### src/rtl/cache_mem_arbiter_pkg.sv
// Shared types and constants for the I/D-cache to main-memory arbiter.
// Block geometry is derived here so the FSM and the interface agree on widths.
package cache_mem_arbiter_pkg;

  localparam int ADDR_W          = 16;
  localparam int DATA_W          = 16;
  localparam int WORDS_PER_BLOCK = 8;
  localparam int IDX_W           = $clog2(WORDS_PER_BLOCK);
  localparam int OFF_W           = $clog2(2 * WORDS_PER_BLOCK);

  typedef logic [ADDR_W-1:0] addr_t;
  typedef logic [DATA_W-1:0] data_t;
  typedef logic [IDX_W-1:0]  idx_t;
  typedef logic [IDX_W:0]    cnt_t;

  typedef enum logic [1:0] {
    ST_IDLE  = 2'd0,
    ST_FILL  = 2'd1,
    ST_WRITE = 2'd2,
    ST_DONE  = 2'd3
  } state_e;

  typedef enum logic [1:0] {
    OWN_NONE = 2'd0,
    OWN_IC   = 2'd1,
    OWN_DC   = 2'd2
  } owner_e;

  localparam cnt_t ISSUE_END = cnt_t'(WORDS_PER_BLOCK);
  localparam idx_t LAST_IDX  = idx_t'(WORDS_PER_BLOCK - 1);

  function automatic addr_t block_base(input addr_t addr);
    return {addr[ADDR_W-1:OFF_W], {OFF_W{1'b0}}};
  endfunction

  // OR-ing the word offset into a cleared base keeps every address inside the block.
  function automatic addr_t word_addr(input addr_t base, input idx_t idx);
    return base | addr_t'({idx, 1'b0});
  endfunction

endpackage

### src/rtl/cache_mem_arbiter_if.sv
// Bundle of the two cache miss ports, the memory port and the busy flag.
// slave is the arbiter's view; master is the caches-plus-memory side.
interface cache_mem_arbiter_if;
  import cache_mem_arbiter_pkg::*;

  logic  ic_req;
  addr_t ic_addr;
  logic  ic_fill_valid;
  idx_t  ic_fill_idx;
  data_t ic_fill_data;
  logic  ic_done;

  logic  dc_req;
  logic  dc_we;
  addr_t dc_addr;
  data_t dc_wdata;
  logic  dc_fill_valid;
  idx_t  dc_fill_idx;
  data_t dc_fill_data;
  logic  dc_done;

  logic  mem_en;
  logic  mem_wr;
  addr_t mem_addr;
  data_t mem_wdata;
  data_t mem_rdata;
  logic  mem_rvalid;

  logic  busy;

  modport slave (
    input  ic_req, ic_addr,
    input  dc_req, dc_we, dc_addr, dc_wdata,
    input  mem_rdata, mem_rvalid,
    output ic_fill_valid, ic_fill_idx, ic_fill_data, ic_done,
    output dc_fill_valid, dc_fill_idx, dc_fill_data, dc_done,
    output mem_en, mem_wr, mem_addr, mem_wdata,
    output busy
  );

  modport master (
    output ic_req, ic_addr,
    output dc_req, dc_we, dc_addr, dc_wdata,
    output mem_rdata, mem_rvalid,
    input  ic_fill_valid, ic_fill_idx, ic_fill_data, ic_done,
    input  dc_fill_valid, dc_fill_idx, dc_fill_data, dc_done,
    input  mem_en, mem_wr, mem_addr, mem_wdata,
    input  busy
  );

endinterface

### src/rtl/cache_mem_arbiter.sv
// Arbitrates one main memory between I-cache and D-cache misses: pipelined
// block fills with overlapped issue/return, or a single-cycle write-through.
module cache_mem_arbiter
  import cache_mem_arbiter_pkg::*;
(
  input  logic                clk,
  input  logic                rst,
  cache_mem_arbiter_if.slave  bus
);

  state_e state_q, state_d;
  owner_e owner_q, owner_d;
  addr_t  base_q,  base_d;
  addr_t  waddr_q, waddr_d;
  data_t  wdata_q, wdata_d;
  cnt_t   issue_cnt_q, issue_cnt_d;
  idx_t   recv_cnt_q,  recv_cnt_d;

  always_ff @(posedge clk) begin
    if (rst) begin
      state_q     <= ST_IDLE;
      owner_q     <= OWN_NONE;
      base_q      <= '0;
      waddr_q     <= '0;
      wdata_q     <= '0;
      issue_cnt_q <= '0;
      recv_cnt_q  <= '0;
    end else begin
      // NOTE: non-blocking so every register updates from pre-edge values, independent of statement order.
      state_q     <= state_d;
      owner_q     <= owner_d;
      base_q      <= base_d;
      waddr_q     <= waddr_d;
      wdata_q     <= wdata_d;
      issue_cnt_q <= issue_cnt_d;
      recv_cnt_q  <= recv_cnt_d;
    end
  end

  always_comb begin
    // NOTE: every output and next-state gets a default first, so no branch can infer a latch.
    state_d     = state_q;
    owner_d     = owner_q;
    base_d      = base_q;
    waddr_d     = waddr_q;
    wdata_d     = wdata_q;
    issue_cnt_d = issue_cnt_q;
    recv_cnt_d  = recv_cnt_q;

    bus.ic_fill_valid = 1'b0;
    bus.ic_fill_idx   = '0;
    bus.ic_fill_data  = '0;
    bus.ic_done       = 1'b0;
    bus.dc_fill_valid = 1'b0;
    bus.dc_fill_idx   = '0;
    bus.dc_fill_data  = '0;
    bus.dc_done       = 1'b0;
    bus.mem_en        = 1'b0;
    bus.mem_wr        = 1'b0;
    bus.mem_addr      = '0;
    bus.mem_wdata     = '0;
    bus.busy          = (state_q != ST_IDLE);

    unique case (state_q)
      ST_IDLE: begin
        if (bus.dc_req) begin
          owner_d = OWN_DC;
          base_d  = block_base(bus.dc_addr);
          waddr_d = bus.dc_addr;
          wdata_d = bus.dc_wdata;
          state_d = bus.dc_we ? ST_WRITE : ST_FILL;
        end else if (bus.ic_req) begin
          owner_d = OWN_IC;
          base_d  = block_base(bus.ic_addr);
          state_d = ST_FILL;
        end
      end

      ST_FILL: begin
        if (issue_cnt_q < ISSUE_END) begin
          bus.mem_en   = 1'b1;
          bus.mem_addr = word_addr(base_q, issue_cnt_q[IDX_W-1:0]);
          issue_cnt_d  = issue_cnt_q + cnt_t'(1);
        end
        // Returns are counted, not timed: the memory latency is never assumed here.
        if (bus.mem_rvalid) begin
          if (owner_q == OWN_IC) begin
            bus.ic_fill_valid = 1'b1;
            bus.ic_fill_idx   = recv_cnt_q;
            bus.ic_fill_data  = bus.mem_rdata;
          end else if (owner_q == OWN_DC) begin
            bus.dc_fill_valid = 1'b1;
            bus.dc_fill_idx   = recv_cnt_q;
            bus.dc_fill_data  = bus.mem_rdata;
          end
          recv_cnt_d = recv_cnt_q + idx_t'(1);
          if (recv_cnt_q == LAST_IDX) begin
            state_d = ST_DONE;
          end
        end
      end

      ST_WRITE: begin
        bus.mem_en    = 1'b1;
        bus.mem_wr    = 1'b1;
        bus.mem_addr  = waddr_q;
        bus.mem_wdata = wdata_q;
        bus.dc_done   = 1'b1;
        owner_d       = OWN_NONE;
        state_d       = ST_IDLE;
      end

      ST_DONE: begin
        bus.ic_done = (owner_q == OWN_IC);
        bus.dc_done = (owner_q == OWN_DC);
        issue_cnt_d = '0;
        recv_cnt_d  = '0;
        owner_d     = OWN_NONE;
        state_d     = ST_IDLE;
      end

      default: begin
        state_d = ST_IDLE;
      end
    endcase
  end

endmodule

### src/flat_wrapper.sv
// flat-port wrapper written by rule: the top's interface ports become plain ports
module cache_mem_arbiter_flat import cache_mem_arbiter_pkg::*;
  (clk, rst, bus_ic_req, bus_ic_addr, bus_dc_req, bus_dc_we, bus_dc_addr, bus_dc_wdata, bus_mem_rdata, bus_mem_rvalid, bus_ic_fill_valid, bus_ic_fill_idx, bus_ic_fill_data, bus_ic_done, bus_dc_fill_valid, bus_dc_fill_idx, bus_dc_fill_data, bus_dc_done, bus_mem_en, bus_mem_wr, bus_mem_addr, bus_mem_wdata, bus_busy);
  cache_mem_arbiter_if bus_i ();
  input  logic clk;
  input  logic rst;
  input wire logic [$bits(bus_i.ic_req)-1:0] bus_ic_req;
  input wire logic [$bits(bus_i.ic_addr)-1:0] bus_ic_addr;
  input wire logic [$bits(bus_i.dc_req)-1:0] bus_dc_req;
  input wire logic [$bits(bus_i.dc_we)-1:0] bus_dc_we;
  input wire logic [$bits(bus_i.dc_addr)-1:0] bus_dc_addr;
  input wire logic [$bits(bus_i.dc_wdata)-1:0] bus_dc_wdata;
  input wire logic [$bits(bus_i.mem_rdata)-1:0] bus_mem_rdata;
  input wire logic [$bits(bus_i.mem_rvalid)-1:0] bus_mem_rvalid;
  output wire logic [$bits(bus_i.ic_fill_valid)-1:0] bus_ic_fill_valid;
  output wire logic [$bits(bus_i.ic_fill_idx)-1:0] bus_ic_fill_idx;
  output wire logic [$bits(bus_i.ic_fill_data)-1:0] bus_ic_fill_data;
  output wire logic [$bits(bus_i.ic_done)-1:0] bus_ic_done;
  output wire logic [$bits(bus_i.dc_fill_valid)-1:0] bus_dc_fill_valid;
  output wire logic [$bits(bus_i.dc_fill_idx)-1:0] bus_dc_fill_idx;
  output wire logic [$bits(bus_i.dc_fill_data)-1:0] bus_dc_fill_data;
  output wire logic [$bits(bus_i.dc_done)-1:0] bus_dc_done;
  output wire logic [$bits(bus_i.mem_en)-1:0] bus_mem_en;
  output wire logic [$bits(bus_i.mem_wr)-1:0] bus_mem_wr;
  output wire logic [$bits(bus_i.mem_addr)-1:0] bus_mem_addr;
  output wire logic [$bits(bus_i.mem_wdata)-1:0] bus_mem_wdata;
  output wire logic [$bits(bus_i.busy)-1:0] bus_busy;
  assign bus_i.ic_req = bus_ic_req;
  assign bus_i.ic_addr = bus_ic_addr;
  assign bus_i.dc_req = bus_dc_req;
  assign bus_i.dc_we = bus_dc_we;
  assign bus_i.dc_addr = bus_dc_addr;
  assign bus_i.dc_wdata = bus_dc_wdata;
  assign bus_i.mem_rdata = bus_mem_rdata;
  assign bus_i.mem_rvalid = bus_mem_rvalid;
  assign bus_ic_fill_valid = bus_i.ic_fill_valid;
  assign bus_ic_fill_idx = bus_i.ic_fill_idx;
  assign bus_ic_fill_data = bus_i.ic_fill_data;
  assign bus_ic_done = bus_i.ic_done;
  assign bus_dc_fill_valid = bus_i.dc_fill_valid;
  assign bus_dc_fill_idx = bus_i.dc_fill_idx;
  assign bus_dc_fill_data = bus_i.dc_fill_data;
  assign bus_dc_done = bus_i.dc_done;
  assign bus_mem_en = bus_i.mem_en;
  assign bus_mem_wr = bus_i.mem_wr;
  assign bus_mem_addr = bus_i.mem_addr;
  assign bus_mem_wdata = bus_i.mem_wdata;
  assign bus_busy = bus_i.busy;
  cache_mem_arbiter u_core (.clk(clk), .rst(rst), .bus(bus_i));
endmodule
### config.mk
export PLATFORM = sky130hd
export DESIGN_NAME = cache_mem_arbiter_flat
export DESIGN_NICKNAME = d
export VERILOG_FILES = /design/src/rtl/cache_mem_arbiter_pkg.sv /design/src/rtl/cache_mem_arbiter_if.sv /design/src/rtl/cache_mem_arbiter.sv /design/src/flat_wrapper.sv
export SDC_FILE = /design/constraint.sdc
export NUM_CORES = 1
export LEC_CHECK = 0
export CAP_MARGIN = 25
export CORE_MARGIN = 1.5
export CORE_UTILIZATION = 45
export CTS_BUF_LIST = sky130_fd_sc_hd__clkbuf_2 sky130_fd_sc_hd__clkbuf_4 sky130_fd_sc_hd__clkbuf_8
export DETAILED_ROUTE_END_ITERATION = 6
export GPL_TIMING_DRIVEN = 1
export PLACE_DENSITY = 0.9
export SYNTH_ARGS = -nofsm -noshare
export SYNTH_HDL_FRONTEND = slang
export SYNTH_SLANG_ARGS = --single-unit
### constraint.sdc
create_clock -name clk -period 3.5 [get_ports clk]
set_input_delay 0.35 -clock clk [delete_from_list [all_inputs] [get_ports clk]]
set_output_delay 0.35 -clock clk [all_outputs]
set_load 0.05 [all_outputs]
==> results of run 1 <==
==> cells by family after synthesis <==
| group | after synthesis |
|---|---|
| compound gates | 81 |
| fa+ha+maj | 10 |
| buf+inv | 34 |
| flops | 55 |
| mux | 13 |
| simple gates | 180 |
==> cell usage in the layout (no fill, tap or decap) <==
cell type	Yosys	layout
inv_1	6	6
or2_2	1	1
nand2_1	70	70
clkbuf_8	0	5
nor3b_4	1	1
nor2b_1	18	18
a21oi_1	39	39
nor3_1	3	3
clkdlybuf4s50_1	0	106
and2_1	56	56
buf_12	0	20
nand4_1	2	2
dfxtp_1	55	55
ha_1	10	10
o21ai_0	6	6
or4_1	1	1
buf_16	0	1
nand3b_1	1	1
a211oi_1	13	13
a21boi_1	1	1
buf_4	1	19
nor2_1	20	20
a32oi_1	2	2
mux2i_1	13	13
nand4b_1	1	1
and2_2	1	1
a22oi_1	15	15
and3_1	1	1
buf_2	10	1
a31oi_1	2	2
nand3_1	3	3
nor3b_1	1	1
o21a_1	2	2
a2111oi_0	1	1
inv_6	0	1
clkinv_2	0	2
==> where the power goes <==
group | total [uW] | leakage, uW | switching [uW] | internal (uW)
combinational | 1200 | 0.00129 | 738 | 463
clock | 347 | 0.0000483 | 206 | 141
sequential | 860 | 0.000452 | 87.3 | 772
total | 2410 | 0.00179 | 1030 | 1380
==> worst reg2reg max path, stage by stage, from the launching register on <==
cell and delay [ps]:
dfxtp_1 380, inv_1 150, ha_1 310, o21a_1 680, nor2_1 90, a211oi_1 260
==> worst max path at each step <==
stage,slack [ps],end,cells past startpoint
6_report,410,bus_mem_addr[8],7
3_5_place_dp,750,bus_dc_fill_idx[0],6
2_1_floorplan,950,bus_mem_addr[14],6
5_1_grt,170,bus_dc_fill_data[5],7
3_3_place_gp,740,bus_dc_fill_idx[0],6
4_1_cts,400,bus_mem_addr[8],7
==> per-stage QoR <==
stage	area [sq um]	power (uW)	util (%)
floorplan	2918	1699	-
global placement	4494	2017	71.19
detailed placement	4494	2051	71.19
CTS	4582	2392	72.57
global route	4609	2564	73.01
finish	4609	2409	73.01
==> final cells by class <==
class	instances	area, sq um
repair buffers	147	1637
flip-flops and latches	55	1101
multi-input cells	284	1665
fillers	485	1704
clock buffers	5	68.82
inverters	6	22.52
well taps	77	96.34
clock inverters	3	18.77
==> per-layer routing <==
layer	GRT usage, %	wire, um	up-vias
met5	0	0	-
met4	4.918	88	0
met3	4.154	554	10
met2	38.80	4003	134
met1	27.55	3255	1354
li1	-	-	1500
==> sequential cells by signal, indices dropped and copies added, names as in the netlist <==
| signal | cells |
|---|---|
| u_core.base_q | 12 |
| u_core.issue_cnt_q | 4 |
| u_core.owner_q | 2 |
| u_core.recv_cnt_q | 3 |
| u_core.state_q | 2 |
| u_core.waddr_q | 16 |
| u_core.wdata_q | 16 |
==> qor.yml, run 1 <==
status: "finished, final reports clean"
seq_area_frac_synth_pct: 37.74
endpoint_kind: "output pin"
die_w_um: 83.53
fin_hold_ws_ps: 454.6
timing.final.crit_share_pct: 88.43
reg2reg_from: "u_core.state_q[0]$_SDFFE_PP0P_"
synth_seq_cells: 55
cts-root-buf: "clkbuf_8"
synth_ff_type: "dfxtp_1"
cpMostUsedCell: "nor2b_1"
hpwl_um: 5829
clk_pin_slew_ps: 100
place.gp.congestion: 0.7636
nNetsFinal: 579
peakVddDrop_v: 0.0003918
die_area_sq_mm: 0.006976
syn_avg_cell_area_sq_um: 7.823
synthArstFlopShare_pct: 0
crit_type: "reg -> out"
cts_buffers: 5
p_leak_uw: 0.001792
synth-simple-area-share_pct: 31.30
n_antenna_cell: 0
dp_cells: 568
synth_area_leaders: "dfxtp_1, and2_1, nand2_1"
layout-drive-gt1-share_pct: 10.40
power_density_mw_per_mm2: 522.5
synth.cell_area_sq_mm: 0.002918
hold_buffers: 0
vias_per_cell: 5.196
vias: 2998
antenna_found_initial: 0
die_y_um: 83.53
worstReg2RegEnd: "u_core.base_q[6]$_SDFFE_PP0P_"
routedWlPerCell_um: 13.69
worstPathRequired_ps: 3150
final_cell_count_no_fill: 577
final.setup.tns_ps: 0
numClockSinks: 55
min_from: "u_core.wdata_q[9]$_SDFFE_PP0P_"
hold_viol: 0
worstHoldEndpoint: "u_core.wdata_q[9]$_SDFFE_PP0P_"
fin_skew_ps: 5.101
slowest_delay_ps: 830
cts_tree: "yes"
grt_use_total_pct: 21.84
core_sq_mm: 0.006314
maxSlewHeadroom_pct: 35.28
synth_top_family_by_area: "simple AND/OR/NAND/NOR gates"
crit_fanout: 15
insertion_delay_ps: 300
fmax_ghz: 0.3231
post-place-ws_ps: 747.7
path_cells: "inv_1 -> ha_1 -> nor2b_1 -> buf_4 -> a22oi_1 -> nor2b_1 -> clkdlybuf4s50_1"
wl_um: 7900
syn_inst: 373
antenna_left: 0
drtPass1Iterations: 4
start_util_pct: 46.21
synth_adder_area_share_pct: 4.288
fin_crit_ps: 3095
overflow: 0
cp-startpoint: "u_core.state_q[1]$_SDFFE_PP0P_"
worst-r2r-setup-slack_ps: 1540
syn_nets: 453
setup_viol: 0
hold_path_class: "reg -> reg"
grt_start_max_net_pins: 56
clock_path_buffers: 2
cpMaxStageDelayCell: "clkdlybuf4s50_1"
yosys_warnings: 0
portBuffers: 142
grt_pass1_wl_um: 12810
path_buf_inv: 3
setup_slack_ps: 405.1
worst_ep_arrival_time_ps: 2740
grt_pass1_vias: 2832
synth_cell_types: 33
start_kind: "flop"
drc: 0
synth_largest_area_cell: "dfxtp_1"
yosys.area.top_type_share_pct: 37.74
drt_iter0_drc: 149
htreeDepth: 2
cts-resized-gates: 0
worstHoldPathCells: 2
synth_most_common_cell: "nand2_1"
synth_edf_count: 0
tightest_slew_ps: 970.7
ios: 147
r2r_cells: 5
rsz0062_at_grt: "no"
slew_violations: 0
synth-xor-area-share_pct: 0
synth.cells.most_frequent: "nand2_1, and2_1, dfxtp_1, a21oi_1, nor2_1"
synth-compound-area-share_pct: 17.02
postCtsSetupBuffers: 0
cap_viol_max_count: 0
syn_to_final_growth_pct: 57.98
critPathTopFamily: "buffers and inverters"
num_rows: 29
synthMuxAreaShare_pct: 4.460
(Power assumes the default switching activity.)
==> run 2, diff against run 1 <==
- CORE_UTILIZATION: 45 -> 41
- CTS_CLUSTER_SIZE: default -> 20
- PLACE_DENSITY: 0.9 -> 0.79
- clock period: 3.5 -> 3.1 ns (I/O delays scaled with it)
==> run 2 against run 1 <==
Setup slack lost 160 ps. Total power grew 16%. Final area grew 8.6%. Final cell count grew 4.0%. Largest power group unchanged. Clock skew grew 6.9 ps. First-iteration DRC count grew 34%.
==> qor.yml, run 2 (same netlist as run 1, synthesis figures left out) <==
die_area_sq_mm: 0.007632  # +9.4%
die_y_um: 87.36  # +4.6%
crit_type: "reg -> out"
num_rows: 30  # +3.4%
path_buf_inv: 2  # -1
fin_crit_ps: 2854
grt_pass1_wl_um: 12840  # +0.21%
maxSlewHeadroom_pct: 33.34  # -1.9 points
path_cells: "inv_1 -> ha_1 -> a22oi_1 -> nor2b_1 -> clkdlybuf4s50_1"
worstHoldPathCells: 2  # unchanged
grt_use_total_pct: 20.99  # -0.86 points
cap_viol_max_count: 0  # unchanged
postCtsSetupBuffers: 0  # unchanged
hold_viol: 0  # unchanged
die_w_um: 87.36  # +4.6%
worst_ep_arrival_time_ps: 2540  # -200 ps
power_density_mw_per_mm2: 560.4  # +7.2%
hold_path_class: "reg -> reg"
grt_start_max_net_pins: 56  # unchanged
wl_um: 8164  # +3.3%
ios: 147  # unchanged
place.gp.congestion: 0.7847  # +2.8%
antenna_found_initial: 0  # unchanged
portBuffers: 142  # unchanged
cp-startpoint: "u_core.state_q[0]$_SDFFE_PP0P_"
syn_to_final_growth_pct: 71.53
routedWlPerCell_um: 13.61  # -0.62%
setup_viol: 0  # unchanged
mostFrequentLayoutCell: "clkdlybuf4s50_1"
insertion_delay_ps: 310  # about the same
worstReg2RegEnd: "u_core.base_q[12]$_SDFFE_PP0P_"
reg.largest.list: "u_core.waddr_q x16, u_core.wdata_q x16, u_core.base_q x12"
crit_fanout: 20  # +5
drc: 0  # unchanged
htreeDepth: 2  # unchanged
fin_skew_ps: 12.03  # +6.930 ps
layout_common_cells: "clkdlybuf4s50_1, nand2_1, and2_1, dfxtp_1, buf_12"
p_leak_uw: 0.001932  # +7.8%
nNetsFinal: 583  # +0.69%
hold_buffers: 0  # unchanged
antenna_left: 0  # unchanged
numClockSinks: 55  # unchanged
worst-r2r-setup-slack_ps: 1240  # -300 ps
crit_end: "bus_mem_addr[2]"
multiInputGateArea_sq_mm: 0.001665  # unchanged
final_cell_count_no_fill: 600  # +4.0%
fillers: 535  # +10%
slew_violations: 0  # unchanged
vias_per_cell: 5.002  # -3.7%
tightest_slew_ps: 999.9  # +29.12 ps
n_antenna_cell: 0  # unchanged
post-place-ws_ps: 547.2  # -200.5 ps
final.setup.tns_ps: 0  # unchanged
register_area_sq_mm: 0.001101  # unchanged
reg2reg_from: "u_core.state_q[1]$_SDFFE_PP0P_"
start_kind: "flop"
fmax_ghz: 0.3504
cts-resized-gates: 0  # unchanged
vias: 3001  # +0.10%
cts-root-buf: "clkbuf_8"
grt_pass1_vias: 2717  # -4.1%
hpwl_um: 6202  # +6.4%
status: "finished, final reports clean"
peakVddDrop_v: 0.0005034  # +28%
setup_slack_ps: 245.9  # -159.2 ps
worstPathRequired_ps: 2790  # -360 ps
cpMaxStageDelayCell: "clkdlybuf4s50_1"
slowest_delay_ps: 800  # -30 ps
rsz0062_at_grt: "no"
r2r_cells: 6  # +1
clock_path_buffers: 2  # unchanged
cts_tree: "yes"
clk_pin_slew_ps: 100  # about the same
drtPass1Iterations: 4  # unchanged
critPathTopFamily: "buffers and inverters"
drt_iter0_drc: 200  # +34%
start_util_pct: 42.71  # -3.5 points
crit_cells: 5  # -2
layout-drive-gt1-share_pct: 14.88  # +4.5 points
cts_buffers: 5  # unchanged
endpoint_kind: "output pin"
overflow: 0  # unchanged
finalPower_uw: 2805  # +16%
core_sq_mm: 0.006832  # +8.2%
dp_cells: 592  # +4.2%
timing.final.crit_share_pct: 92.07
==> run 2: cell types whose count changed in the layout (fill, tap and decap cells not counted) <==
cell | previous run | this run
buf_12 | 20 | 53
clkdlybuf4s50_1 | 106 | 87
buf_16 | 1 | 0
buf_4 | 19 | 10
inv_6 | 1 | 0
clkinv_2 | 2 | 3
==> run 2: cell type report <==
class                      count  area share, %
clock buffer                   5          1.375
clock inverter                 3         0.3000
inverter                       6         0.4500
multi-input combinational    284          33.28
sequential                    55          22.00
tap                           96          2.400
timing repair buffer         151          40.20
==> run 2: power breakdown <==
| group | switching (uW) | internal (uW) | total, uW |
|---|---|---|---|
| Combinational | 865 | 593 | 1460 |
| Sequential | 95.8 | 872 | 968 |
| Clock | 223 | 155 | 379 |
| Total | 1180 | 1620 | 2800 |
==> run 2: worst min-delay path by stage <==
stage,startpoint,endpoint
floorplan,u_core.waddr_q[0]$_SDFFE_PP0P_,u_core.waddr_q[0]$_SDFFE_PP0P_
global placement,u_core.wdata_q[11]$_SDFFE_PP0P_,u_core.wdata_q[11]$_SDFFE_PP0P_
detailed placement,u_core.wdata_q[11]$_SDFFE_PP0P_,u_core.wdata_q[11]$_SDFFE_PP0P_
CTS,u_core.wdata_q[11]$_SDFFE_PP0P_,u_core.wdata_q[11]$_SDFFE_PP0P_
global route,u_core.wdata_q[3]$_SDFFE_PP0P_,u_core.wdata_q[3]$_SDFFE_PP0P_
finish,u_core.wdata_q[11]$_SDFFE_PP0P_,u_core.wdata_q[11]$_SDFFE_PP0P_
==> run 2: layer usage <==
layer  wire [um]  GRT usage (%)  vias up
met5           0              0        -
met4          70          5.339        0
met3         662          5.213        6
met2        4164          37.97      126
met1        3266          24.61     1360
li1            -              -     1509
==> run 2: metrics by stage <==
step	hold slack [ps]	area, sq um	util [%]
global route	471.3	5005	73.26
finish	453.5	5005	73.26
floorplan	431.7	2918	-
CTS	458.4	5005	73.26
global placement	439.0	4921	72.03
detailed placement	443.8	4921	72.03
==> run 2: worst reg2reg max path: stages (launching register included) <==
cell and delay [ps]:
dfxtp_1 350, inv_1 150, ha_1 330, o21a_1 360, buf_4 280, nor2_1 60, a211oi_1 210
